[config.mk]
export PLATFORM = sky130hd
export DESIGN_NAME = fetch_stage
export DESIGN_NICKNAME = d
export VERILOG_FILES = /design/src/rtl/cpu_pkg.sv /design/src/rtl/fetch_skid.sv /design/src/rtl/fetch_stage.sv
export SDC_FILE = /design/constraint.sdc
export NUM_CORES = 1
export LEC_CHECK = 0
export BUFFER_PORTS_ARGS = -buffer_cell sky130_fd_sc_hd__buf_2
export CAP_MARGIN = 15
export CORE_MARGIN = 5
export CORE_UTILIZATION = 60
export CTS_CLUSTER_SIZE = 24
export DETAILED_ROUTE_END_ITERATION = 6
export PLACE_DENSITY = 0.82
export SLEW_MARGIN = 20
export SYNTH_ARGS = -nofsm -noshare
export SYNTH_HDL_FRONTEND = slang
export SYNTH_SLANG_ARGS = --single-unit
[constraint.sdc]
create_clock -name clk -period 22.9 [get_ports clk]
set_clock_uncertainty 0.05 [all_clocks]
set_input_delay 4.58 -clock clk [delete_from_list [all_inputs] [get_ports clk]]
set_output_delay 4.58 -clock clk [all_outputs]
set_load 0.05 [all_outputs]
[src/rtl/cpu_pkg.sv]
// cpu_pkg: shared core constants, widths and the fetch-stage state encoding.
package cpu_pkg;
  localparam int PC_WIDTH_DEF = 64;
  localparam int INSTR_W_DEF = 32;
  localparam logic [31:0] NOP_INSTR = 32'h0000_0013;
  typedef enum logic [1:0] {S_FETCH, S_WAIT, S_SQUASH} fetch_state_t;
endpackage

[src/rtl/fetch_skid.sv]
// fetch_skid: one-entry {pc,instr} holding buffer for a return that arrives while decode is stalled.
module fetch_skid #(
  parameter int PC_WIDTH = 64,
  parameter int INSTR_W = 32
) (
  input  logic                clk,
  input  logic                arst,
  input  logic                load,
  input  logic                drain,
  input  logic                clear,
  input  logic [PC_WIDTH-1:0] in_pc,
  input  logic [INSTR_W-1:0]  in_instr,
  output logic                full,
  output logic [PC_WIDTH-1:0] pc,
  output logic [INSTR_W-1:0]  instr
);
  always_ff @(posedge clk or posedge arst) begin
    if (arst) begin
      full <= 1'b0;
      pc <= '0;
      instr <= '0;
    end else if (clear || drain) begin
      full <= 1'b0;
    end else if (load) begin
      full <= 1'b1;
      pc <= in_pc;
      instr <= in_instr;
    end
  end
endmodule

[src/rtl/fetch_stage.sv]
// fetch_stage: PC generation, single-outstanding imem sequencing with wrong-path squash, and the IF/ID register.
module fetch_stage
  import cpu_pkg::*;
#(
  parameter int PC_WIDTH = PC_WIDTH_DEF,
  parameter int INSTR_W = INSTR_W_DEF,
  parameter logic [PC_WIDTH-1:0] RESET_PC = '0
) (
  input  logic                clk,
  input  logic                arst,
  input  logic                hazard,
  input  logic                branch_taken,
  input  logic [PC_WIDTH-1:0] branch_target,
  output logic                imem_req,
  output logic [PC_WIDTH-1:0] imem_addr,
  input  logic                imem_rvalid,
  input  logic [INSTR_W-1:0]  imem_rdata,
  output logic [PC_WIDTH-1:0] if_id_pc,
  output logic [INSTR_W-1:0]  if_id_instr,
  output logic                if_id_valid
);
  fetch_state_t state;
  logic [PC_WIDTH-1:0] pc, req_pc, skid_pc;
  logic [INSTR_W-1:0] skid_instr;
  logic skid_full, accept;
  assign accept = state == S_WAIT && imem_rvalid && !branch_taken;
  assign imem_req = !arst && state == S_FETCH && !skid_full && !branch_taken;
  assign imem_addr = pc;
  fetch_skid #(.PC_WIDTH(PC_WIDTH), .INSTR_W(INSTR_W)) u_skid (
    .clk(clk),
    .arst(arst),
    .load(accept && hazard),
    .drain(!hazard && skid_full),
    .clear(branch_taken),
    .in_pc(req_pc),
    .in_instr(imem_rdata),
    .full(skid_full),
    .pc(skid_pc),
    .instr(skid_instr)
  );
  always_ff @(posedge clk or posedge arst) begin
    if (arst) begin
      state <= S_FETCH;
      pc <= RESET_PC;
      req_pc <= '0;
      if_id_pc <= '0;
      if_id_instr <= INSTR_W'(NOP_INSTR);
      if_id_valid <= 1'b0;
    end else begin
      if (imem_req) req_pc <= pc;
      if (branch_taken) begin
        // A redirect in S_WAIT without a return still owes one response, which must be dropped.
        pc <= branch_target;
        state <= state == S_WAIT ? (imem_rvalid ? S_FETCH : S_SQUASH) : state;
        if_id_instr <= INSTR_W'(NOP_INSTR);
        if_id_valid <= 1'b0;
      end else begin
        if (accept) pc <= req_pc + PC_WIDTH'(4);
        state <= state == S_FETCH ? (imem_req ? S_WAIT : S_FETCH) : (imem_rvalid ? S_FETCH : state);
        if (!hazard) begin
          if_id_valid <= skid_full || accept;
          if_id_instr <= skid_full ? skid_instr : accept ? imem_rdata : INSTR_W'(NOP_INSTR);
          if (skid_full || accept) if_id_pc <= skid_full ? skid_pc : req_pc;
        end
      end
    end
  end
endmodule

==> flow_summary_export.csv <==
group,metric,value,unit
run_status,status,"finished, final reports clean",
routing,ant_nets,0,
synthesis,synth_top_cell_by_area,"dfrtp_1",
job,maxCapViolCount,0,
power,p_seq_frac,0.441,
die,initial_core_util,0.6115,
global_route,antenna_found_initial,3,
timing,period_share,0.4531,
finish,final_common_cell,"dfrtp_1",
die,placementRows,57,
cts,cts_buffers,34,
finish,fill_cells,1764,
cts,clock_latency,0.51,ns
worst_setup_path,crit_slowest_cell,"or4_1",
synthesis,yosysTopAreaCellShare,0.5386,
global_route,grt_overflow_total,0,
worst_setup_path,required,18.27,ns
routing,drtIter0Drc,1117,
power,p_clk_frac,0.256,
finish,drive_gt1_frac,0.3172,
power,pwr-share-comb,0.303,
place,place_inst,1852,
synthesis,syn_area,14910,um2
min_path,hold_path.class,"flip-flop to flip-flop",
finish,most-common-layout-cells,"dfrtp_1, buf_2, nand2_1",
worst_setup_path,reg2reg_setup_slack,19.51,ns
routing,wire_per_inst,19.55,um
worst_setup_path,r2r_end,"imem_addr[38]",
cts,cts-htree-levels,2,
synthesis,yosys_warnings,0,
cts,ctsRootBufferMaster,"clkbuf_16",
global_route,grt_pass1_wl,61630,um
synthesis,async_flop_share,1.000,
timing,hold_viol,0,
cts,hold_buffers,0,
worst_setup_path,crit_fanout,32,
power,switchingPower,0.8159,mW
timing,relSlewSlack,0.2419,
synthesis,netlist_top_cells_area,"dfrtp_1, mux2_2, mux2i_1, nand2_1, o21ai_0",
die,die_w,167.7,um
power,internal_power,1.316,mW
routing,drt_drc_violations_left,0,
cts,cts_tree,"done",
timing,slew_viol_final,0,
timing,fin_crit,10.38,ns
place,finalWeightedCongestion,0.8217,
cts,cts_resized,0,
global_route,grt_pass1_vias,11630,
routing,vias,11320,
synthesis,post_synth.cell_area_avg,10.95,um2
worst_setup_path,end_kind,"output pin",
power,ir_worst_vdd,0.08276,mV
cts,clock-sinks,324,
place,place_hpwl,24090,um
routing,vias_per_cell,5.913,
power,p_leak,8.056,nW
timing,fmax,96.38,MHz
die,fp.dieArea,28110,um2
die,pin_count,263,
worst_setup_path,r2r_start,"req_pc[2]",
worst_setup_path,crit_path_start,"branch_taken",
place,io_buffers,262,
worst_setup_path,reg2regPathDepth,7,
synthesis,synth_ff_type,"dfrtp_1",
synthesis,yosysUniqueCellTypes,50,
cts,clock_path_buffers,3,
worst_setup_path,crit_path_cell_trace,"buf_4 > or4_1 > nor2_4 > buf_2",
timing,rsz0062_at_grt,"no",
timing,worst_pin_slew,1.135,ns
worst_setup_path,crit_path_start_kind,"input port",
worst_setup_path,worst-path-buf-inv,2,
die,die_h,167.7,um
global_route,track_usage,0.2665,
cts,clk_pin_slew,0.06,ns
synthesis,netlist_instances,1362,
die,fp.coreArea,24390,um2
synthesis,yosysSeqAreaShare,0.5439,
global_route,grt_max_degree,128,
routing,drt_first_pass_iters,5,
power,power.density,122.2,nW/um2
timing,hold_ws,0.4224,ns
synthesis,synth-edff-count,0,
finish,nNetsFinal,1666,
worst_setup_path,crit_cells,4,
timing,tns,0,ns
finish,syn_to_final_growth,16.96,%
worst_setup_path,max_stage_delay,0.58,ns
synthesis,ys_ff_latch,324,
worst_setup_path,timing.critical_path.to,"imem_req",
timing,finalSetupViolations,0,
cts,post-cts-setup-buffer-count,0,
synthesis,synthesis.nets,1464,
worst_setup_path,worstSetupPathType,"input port to output pin",
worst_setup_path,cp.arrival,5.75,ns
routing,drt_wl_total,37450,um
worst_setup_path,cpLargestDelayFamily,"simple AND/OR/NAND/NOR gates",
finish,layout.cells.non_filler,1915,
power,swShare,0.3828,
worst min path at each step:
stage             startpoint             to  slack, ns  depth (start not counted)
4_1_cts         if_id_pc[16]   if_id_pc[16]       0.43                          2
5_1_grt         if_id_pc[26]   if_id_pc[26]       0.44                          2
3_3_place_gp    if_id_pc[39]   if_id_pc[39]       0.41                          2
6_report        if_id_pc[43]   if_id_pc[43]       0.42                          2
2_1_floorplan  u_skid.pc[24]  u_skid.pc[24]       0.40                          2
3_5_place_dp    if_id_pc[16]   if_id_pc[16]       0.41                          2
final cells by class:
cell class | instances | area (um2) | area share
diodes | 2 | 5.005 | 0.0002869
repair buffers | 275 | 1419 | 0.08134
well taps | 324 | 405.4 | 0.02324
multi-input cells | 923 | 6346 | 0.3638
inverters | 6 | 30.03 | 0.001721
flip-flops and latches | 324 | 8115 | 0.4652
clock inverters | 6 | 30.03 | 0.001721
clock buffers | 55 | 1094 | 0.06269
logic make-up after synthesis:
logic type | Yosys count | synth area share
AND/OR/NAND/NOR | 403 | 0.1336
flip-flops | 324 | 0.5439
multiplexers | 239 | 0.1736
AO/OA/AOI/OAI | 231 | 0.08750
buffers and inverters | 115 | 0.03188
XOR/XNOR | 49 | 0.02878
adder cells (fa/ha/maj) | 1 | 0.0008388
per-stage QoR:
| stage | util | cell area, um2 | power, mW | setup slack, ns |
|---|---|---|---|---|
| 2_1_floorplan | - | 14910 | 1.408 | 9.305 |
| 3_3_place_gp | 0.6686 | 16310 | 1.561 | 12.53 |
| 3_5_place_dp | 0.6686 | 16310 | 1.591 | 12.52 |
| 4_1_cts | 0.7147 | 17430 | 2.143 | 12.52 |
| 5_1_grt | 0.7152 | 17440 | 2.247 | 12.49 |
| 6_report | 0.7152 | 17440 | 2.132 | 12.52 |
registers in the layout, indices dropped and copies added, names as in the netlist:
register	flops
u_skid.full	1
u_skid.pc	64
if_id_instr	32
if_id_pc	64
state	2
imem_addr	64
u_skid.instr	32
req_pc	64
if_id_valid	1
synth_stat cells (2+ instances only):
master      n
nand3b_1   30
dfstp_2     3
clkbuf_1   78
nor2b_1     2
a31oi_1     3
mux2i_1    82
o21ai_0   107
nand3_1    28
inv_1       6
and3_1     14
nor2_1     62
or4_1       3
buf_1      10
a221o_1     3
a311oi_1    2
buf_4       2
or2_2       2
o21ai_1     3
xnor2_1    17
nand2_1   187
xor2_1     32
nor3b_1    11
a21o_1      3
nor4_1      2
nand4_1    19
nand2b_1    4
o221ai_1   18
and4_1     15
or3_1       4
dfrtp_1   321
buf_2      17
and2_1      4
mux2_2    157
o31ai_1     5
buf_6       2
a21oi_1    79
nor4_2      4
o22a_1      2
nor3_1      8
power groups by stage:
stage | combinational [mW] | sequential, mW | clock, mW
floorplan | 0.300 | 1.11 | 0
global placement | 0.629 | 0.931 | 0
detailed placement | 0.646 | 0.945 | 0
CTS | 0.651 | 0.937 | 0.554
global route | 0.697 | 0.970 | 0.580
finish | 0.645 | 0.940 | 0.546
per-layer routing:
metal	wire length, um	part of all wire	vias up	GRT usage
met5	11	0.00029	-	0
met4	957	0.026	2	0.08116
met3	2472	0.066	67	0.04738
met2	18350	0.49	420	0.4403
met1	15660	0.42	5644	0.3648
li1	-	-	5191	-
worst min-delay path, stage by stage (launching register included):
cell,delay (ns)
dfrtp_1,0.33
nand2_1,0.04
o21ai_0,0.06
No activity file was read; power rests on OpenSTA's default activity.
